`config.mk`:
```
export PLATFORM = sky130hd
export DESIGN_NAME = sar_adc_controller_flat
export DESIGN_NICKNAME = d
export VERILOG_FILES = /design/src/rtl/sar_adc_controller_if.sv /design/src/rtl/sar_adc_controller.sv /design/src/flat_wrapper.sv
export SDC_FILE = /design/constraint.sdc
export NUM_CORES = 1
export LEC_CHECK = 0
export CAP_MARGIN = 20
export CORE_MARGIN = 4
export CORE_UTILIZATION = 47
export CTS_BUF_LIST = sky130_fd_sc_hd__clkbuf_4 sky130_fd_sc_hd__clkbuf_8 sky130_fd_sc_hd__clkbuf_16
export CTS_CLUSTER_DIAMETER = 30
export DETAILED_ROUTE_END_ITERATION = 10
export PLACE_DENSITY = 0.78
export SLEW_MARGIN = 20
export SYNTH_ARGS = -nofsm -noshare
export SYNTH_HDL_FRONTEND = slang
export SYNTH_SLANG_ARGS = --single-unit
```
`constraint.sdc`:
```
create_clock -name clk -period 2 [get_ports clk]
set_clock_uncertainty 0.2 [all_clocks]
set_input_delay 0.4 -clock clk [delete_from_list [all_inputs] [get_ports clk]]
set_output_delay 0.4 -clock clk [all_outputs]
set_load 0.005 [all_outputs]
```
`src/rtl/sar_adc_controller_if.sv`:
```
// Handshake and data bundle between the SAR controller and its environment:
// control requests and comparator in, trial code and conversion result out.
interface sar_adc_controller_if #(
   parameter int WIDTH = 8
) ();
   logic             enable;
   logic             start;
   logic             continuous;
   logic             comp_in;
   logic [WIDTH-1:0] dac_code;
   logic             busy;
   logic [WIDTH-1:0] result;
   logic             result_valid;

   // Environment side: issues requests, supplies the comparator decision.
   modport master (
      output enable, start, continuous, comp_in,
      input  dac_code, busy, result, result_valid
   );

   // Controller side.
   modport slave (
      input  enable, start, continuous, comp_in,
      output dac_code, busy, result, result_valid
   );
endinterface

```
`src/rtl/sar_adc_controller.sv`:
```
// Successive-approximation controller: drives an MSB-first trial code into the
// DAC path, waits SETTLE_CYCLES per bit for the RC filter, then resolves the
// bit from the synchronized comparator output.
module sar_adc_controller #(
   parameter int WIDTH         = 8,
   parameter int SETTLE_CYCLES = 4,
   parameter int SYNC_STAGES   = 2
) (
   input  logic                 clk,
   input  logic                 reset,
   sar_adc_controller_if.slave  bus
);
   localparam int IDX_W = $clog2(WIDTH);
   localparam int CNT_W = $clog2(SETTLE_CYCLES);
   localparam logic [IDX_W-1:0] IDX_MAX   = IDX_W'(WIDTH - 1);
   localparam logic [CNT_W-1:0] CNT_MAX   = CNT_W'(SETTLE_CYCLES - 1);
   localparam logic [WIDTH-1:0] MSB_TRIAL = {1'b1, {(WIDTH-1){1'b0}}};

   // The comparator must be stable through the synchronizer before the
   // decision edge, so the settle interval has to outlast it.
   if (WIDTH < 2) begin : g_chk_width
      $error("WIDTH must be >= 2");
   end
   if (SYNC_STAGES < 2) begin : g_chk_sync
      $error("SYNC_STAGES must be >= 2");
   end
   if (SETTLE_CYCLES <= SYNC_STAGES) begin : g_chk_settle
      $error("SETTLE_CYCLES must be greater than SYNC_STAGES");
   end

   typedef enum logic {
      IDLE = 1'b0,
      CONV = 1'b1
   } state_t;

   state_t                 state_q, state_d;
   logic [WIDTH-1:0]       dac_code_q, dac_code_d;
   logic [WIDTH-1:0]       result_q, result_d;
   logic                   result_valid_q, result_valid_d;
   logic [IDX_W-1:0]       bit_idx_q, bit_idx_d;
   logic [CNT_W-1:0]       cnt_q, cnt_d;
   logic [SYNC_STAGES-1:0] sync_q, sync_d;
   logic                   comp_s;
   logic [WIDTH-1:0]       trial;

   // Synchronizer chain: stage 0 takes the raw comparator, each later stage
   // takes its predecessor.
   for (genvar gi = 0; gi < SYNC_STAGES; gi++) begin : g_sync
      if (gi == 0) begin : g_first
         assign sync_d[gi] = bus.comp_in;
      end else begin : g_rest
         assign sync_d[gi] = sync_q[gi-1];
      end
   end
   assign comp_s = sync_q[SYNC_STAGES-1];

   // State register and all datapath flops; reset clears everything.
   always_ff @(posedge clk) begin
      if (reset) begin
         state_q        <= IDLE;
         dac_code_q     <= '0;
         result_q       <= '0;
         result_valid_q <= 1'b0;
         bit_idx_q      <= '0;
         cnt_q          <= '0;
         sync_q         <= '0;
      end else begin
         state_q        <= state_d;
         dac_code_q     <= dac_code_d;
         result_q       <= result_d;
         result_valid_q <= result_valid_d;
         bit_idx_q      <= bit_idx_d;
         cnt_q          <= cnt_d;
         sync_q         <= sync_d;
      end
   end

   // Next-state logic: launch, settle countdown, per-bit decision, abort.
   always_comb begin
      state_d        = state_q;
      dac_code_d     = dac_code_q;
      result_d       = result_q;
      result_valid_d = 1'b0;
      bit_idx_d      = bit_idx_q;
      cnt_d          = cnt_q;
      trial          = dac_code_q;

      case (state_q)
         IDLE: begin
            dac_code_d = result_q;
            if (bus.enable && (bus.start || bus.continuous)) begin
               state_d    = CONV;
               dac_code_d = MSB_TRIAL;
               bit_idx_d  = IDX_MAX;
               cnt_d      = CNT_MAX;
            end
         end
         CONV: begin
            if (!bus.enable) begin
               // Abort: fall back to the last good result, no strobe.
               state_d    = IDLE;
               dac_code_d = result_q;
            end else if (cnt_q != '0) begin
               cnt_d = cnt_q - CNT_W'(1);
            end else begin
               trial[bit_idx_q] = comp_s;
               if (bit_idx_q != '0) begin
                  trial[bit_idx_q - IDX_W'(1)] = 1'b1;
                  bit_idx_d  = bit_idx_q - IDX_W'(1);
                  cnt_d      = CNT_MAX;
                  dac_code_d = trial;
               end else begin
                  result_d       = trial;
                  result_valid_d = 1'b1;
                  dac_code_d     = trial;
                  if (bus.continuous) begin
                     // Back-to-back conversion with no idle gap.
                     dac_code_d = MSB_TRIAL;
                     bit_idx_d  = IDX_MAX;
                     cnt_d      = CNT_MAX;
                  end else begin
                     state_d = IDLE;
                  end
               end
            end
         end
         default: state_d = IDLE;
      endcase
   end

   assign bus.dac_code     = dac_code_q;
   assign bus.busy         = (state_q == CONV);
   assign bus.result       = result_q;
   assign bus.result_valid = result_valid_q;
endmodule

```
`src/flat_wrapper.sv`:
```
// flat-port wrapper written by rule: the top's interface ports become plain ports
module sar_adc_controller_flat 
#(
   parameter int WIDTH         = 8,
   parameter int SETTLE_CYCLES = 4,
   parameter int SYNC_STAGES   = 2
)
  (clk, reset, bus_enable, bus_start, bus_continuous, bus_comp_in, bus_dac_code, bus_busy, bus_result, bus_result_valid);
  sar_adc_controller_if #(.WIDTH(WIDTH)) bus_i ();
  input  logic clk;
  input  logic reset;
  input wire logic [$bits(bus_i.enable)-1:0] bus_enable;
  input wire logic [$bits(bus_i.start)-1:0] bus_start;
  input wire logic [$bits(bus_i.continuous)-1:0] bus_continuous;
  input wire logic [$bits(bus_i.comp_in)-1:0] bus_comp_in;
  output wire logic [$bits(bus_i.dac_code)-1:0] bus_dac_code;
  output wire logic [$bits(bus_i.busy)-1:0] bus_busy;
  output wire logic [$bits(bus_i.result)-1:0] bus_result;
  output wire logic [$bits(bus_i.result_valid)-1:0] bus_result_valid;
  assign bus_i.enable = bus_enable;
  assign bus_i.start = bus_start;
  assign bus_i.continuous = bus_continuous;
  assign bus_i.comp_in = bus_comp_in;
  assign bus_dac_code = bus_i.dac_code;
  assign bus_busy = bus_i.busy;
  assign bus_result = bus_i.result;
  assign bus_result_valid = bus_i.result_valid;
  sar_adc_controller #(.WIDTH(WIDTH), .SETTLE_CYCLES(SETTLE_CYCLES), .SYNC_STAGES(SYNC_STAGES)) u_core (.clk(clk), .reset(reset), .bus(bus_i));
endmodule
```
==> run_results.csv, run 1 <==
group,metric,value,unit
sta,drv_slew,0,
layout,fillCellCount,248,
sta,tns,0,ns
clock_network,clkLatencyLatePin,0.32,ns
layout,mostFrequentLayoutCells,"23 x clkdlybuf4s50_1, 23 x dfxtp_1, 19 x nor2_1",
power_and_ir_drop,peakVddDrop,335,uV
clock_network,cts_setup_buffers,0,
sta,period_minus_slack,1.92,ns
die,die_width,64,microns
die,die-area,4100,sq um
synth,syn_avg_cell_area,8.67,sq um
synth,ys_warn_count,0,
sta,fmax,0.522,GHz
critical_path,worstPathMaxFanout,9,
sta,tightest_slew,0.359,ns
die,rows,20,
critical_path,path_class,"register to primary output",
critical_path,arrival,1.32,ns
critical_path,max_stage_delay,0.54,ns
power_and_ir_drop,clkPwrFrac,0.228,
synth,yosysTopAreaCell,"dfxtp_1",
grt,grt_usage,0.197,
power_and_ir_drop,comb_power_share,0.275,
power_and_ir_drop,pwr-share-seq,0.497,
grt,grt_pass1_wl,6530,microns
clock_network,cts_tree,"built",
run_status,status,"finished clean",
grt,grt_pass1_vias,1454,
critical_path,worstReg2RegStart,"u_core.bit_idx_q[0]",
clock_network,cts_inserted_buffers,3,
placement,port_buffers,23,
grt,overflow,0,
grt,antenna_found_initial,0,
critical_path,cp_cell_sequence,"clkdlybuf4s50_1",
critical_path,cpLargestDelayFamily,"buffers and inverters",
critical_path,critPathRequiredTime,1.40,ns
sta,final-setup-viol-count,0,
die,pin_count,24,
die,die_h,64,microns
die,core,3030,sq um
synth,ys_top_cells_by_area,"dfxtp_1 34%, mux2i_1 5.4%, nor2_1 4.8%",
synth,synthDistinctLibCells,46,
critical_path,setup.worst_path.start,"u_core.bus.busy",
layout,nets,215,
synth,synth_seq_area_share,0.340,
layout,seqCellArea,503,sq um
synth,ys_seq_elements,25,
clock_network,htreeDepth,1,
placement,place_ws,-0.0401,ns
clock_network,cts_hold_buf,0,
grt,grt_max_degree,16,
power_and_ir_drop,switchingPower,345,uW
placement,dp.cells,245,
hold_path,min_path_type,"register to register",
critical_path,start_kind,"register",
placement,hpwl,2780,microns
synth,synth-edff-count,0,
routing,routed_wl,3740,microns
clock_network,cts_buffer_depth,2,
power_and_ir_drop,sw_frac_of_total,0.314,
job,drv_cap,0,
synth,synthCells,170,
layout,n_antenna_cell,0,
routing,ant_nets,0,
layout,area_delta_synth_final,27.8,%
power_and_ir_drop,p_total,1100,uW
die,start_util,0.487,
clock_network,ctsRootBufferMaster,"clkbuf_4",
layout,stdcell_area,1880,sq um
hold_path,hold_start,"u_core.sync_q[0]",
layout,drive_gt1_frac,0.180,
layout,multi_input_area,877,sq um
power_and_ir_drop,leakage,0.000690,uW
power_and_ir_drop,power_density,583,nW/um^2
placement,placed_area,1850,sq um
critical_path,crit_buf_inv,1,
clock_network,clock_sinks,25,
placement,place_congestion,0.825,
critical_path,cp_slowest_cell,"clkdlybuf4s50_1",
clock_network,path_clk_slew,0.14,ns
synth,synthArstFlopShare,0,
sta,rsz0062_at_grt,"no",
routing,viasPerCell,5.70,
sta,fin_crit_sh,0.959,
routing,wire_per_inst,15.0,microns
power_and_ir_drop,p_int,753,uW
sta,slew_headroom,0.760,
synth,synth_ff_type,"dfxtp_1",
routing,dr.first_iter.drc_count,83,
routing,vias,1419,
synth,synth.net_count,179,
critical_path,crit_path_end_kind,"primary output",
synth,syn-cell-area,1470,sq um
sta,hold_viol_final,0,
layout,layoutNonFillerInstCount,249,
routing,drt_first_pass_iters,4,
synth,synth_top_area_share,0.340,
routing,drc_errors,0,
sta,worst_slack,0.0829,ns
==> flip-flops by register name, summed over array words and instances (netlist names) <==
| signal | count |
|---|---|
| u_core.bus.dac_code | 8 |
| u_core.sync_q | 2 |
| u_core.cnt_q | 2 |
| u_core.bus.result | 8 |
| u_core.bus.result_valid | 1 |
| u_core.bus.busy | 1 |
| u_core.bit_idx_q | 3 |
==> final cells by class <==
| cell class | instances | share of cell area |
|---|---|---|
| Inverter | 9 | 0.0179 |
| Clock buffer | 4 | 0.0159 |
| Tap cell | 44 | 0.0292 |
| Sequential cell | 25 | 0.267 |
| Multi-Input combinational cell | 125 | 0.465 |
| Timing Repair Buffer | 42 | 0.205 |
==> repair_timing <==
item,4_1_cts,5_1_grt
endpoints found under the setup margin,1,4
endpoints found under the hold margin,0,0
gates resized for setup,1,2
==> Yosys cell counts, drive strengths merged (2+ instances only) <==
| library cell | count |
|---|---|
| o31ai | 2 |
| and3 | 2 |
| a311oi | 2 |
| a211o | 4 |
| a211oi | 10 |
| a21oi | 3 |
| a32oi | 2 |
| nor2 | 20 |
| ha | 3 |
| nor3 | 4 |
| a22oi | 5 |
| nand3 | 6 |
| buf | 9 |
| nand2 | 16 |
| inv | 9 |
| clkbuf | 2 |
| nor2b | 5 |
| o21ai | 6 |
| nand2b | 2 |
| o221a | 2 |
| dfxtp | 25 |
| nand3b | 5 |
| mux2i | 8 |
| and2 | 2 |
| nor3b | 5 |
==> stage by stage <==
step | util | hold WS [ns]
2_1_floorplan | - | 0.214
3_3_place_gp | 0.610 | 0.233
3_5_place_dp | 0.610 | 0.224
4_1_cts | 0.620 | 0.260
5_1_grt | 0.622 | 0.280
6_report | 0.622 | 0.257
==> power by group through the flow <==
stage / logic, uW / clock network (uW) / registers (uW)
2_1_floorplan: 202 / 0 / 547
3_3_place_gp: 288 / 0 / 553
3_5_place_dp: 295 / 0 / 555
4_1_cts: 298 / 254 / 545
5_1_grt: 330 / 274 / 549
6_report: 302 / 250 / 545
==> layer usage <==
layer | global-route usage | vias to the layer above | wire length [microns]
li1 | - | 689 | -
met2 | 0.343 | 43 | 1840
met1 | 0.242 | 678 | 1680
met3 | 0.0246 | 9 | 155
met5 | 0 | - | 0
met4 | 0.0782 | 0 | 68
==> kinds of logic after synthesis <==
group,Yosys count,share of synthesized area
AND/OR/NAND/NOR,69,0.260
AO/OA/AOI/OAI,45,0.250
flip-flops,25,0.340
buffers and inverters,20,0.0705
multiplexers,8,0.0543
adder cells (fa/ha/maj),3,0.0255
==> final timing paths <==
path	endpoint	slack (ns)	cells past startpoint
worst max-delay path	bus_busy	0.08	1
worst min-delay path	u_core.sync_q[1]	0.26	1
worst max register to register	u_core.bus.dac_code[5]	0.12	7
worst min register to register	u_core.sync_q[1]	0.26	1
No activity file was read; power rests on OpenSTA's default activity.
==> inputs of run 2 (changes only) <==
- CAP_MARGIN: 20 -> 25
- SLEW_MARGIN: 20 -> 10
==> results of run 2 <==
Same layout as run 1: the final DEF is identical, and so are final timing and power.
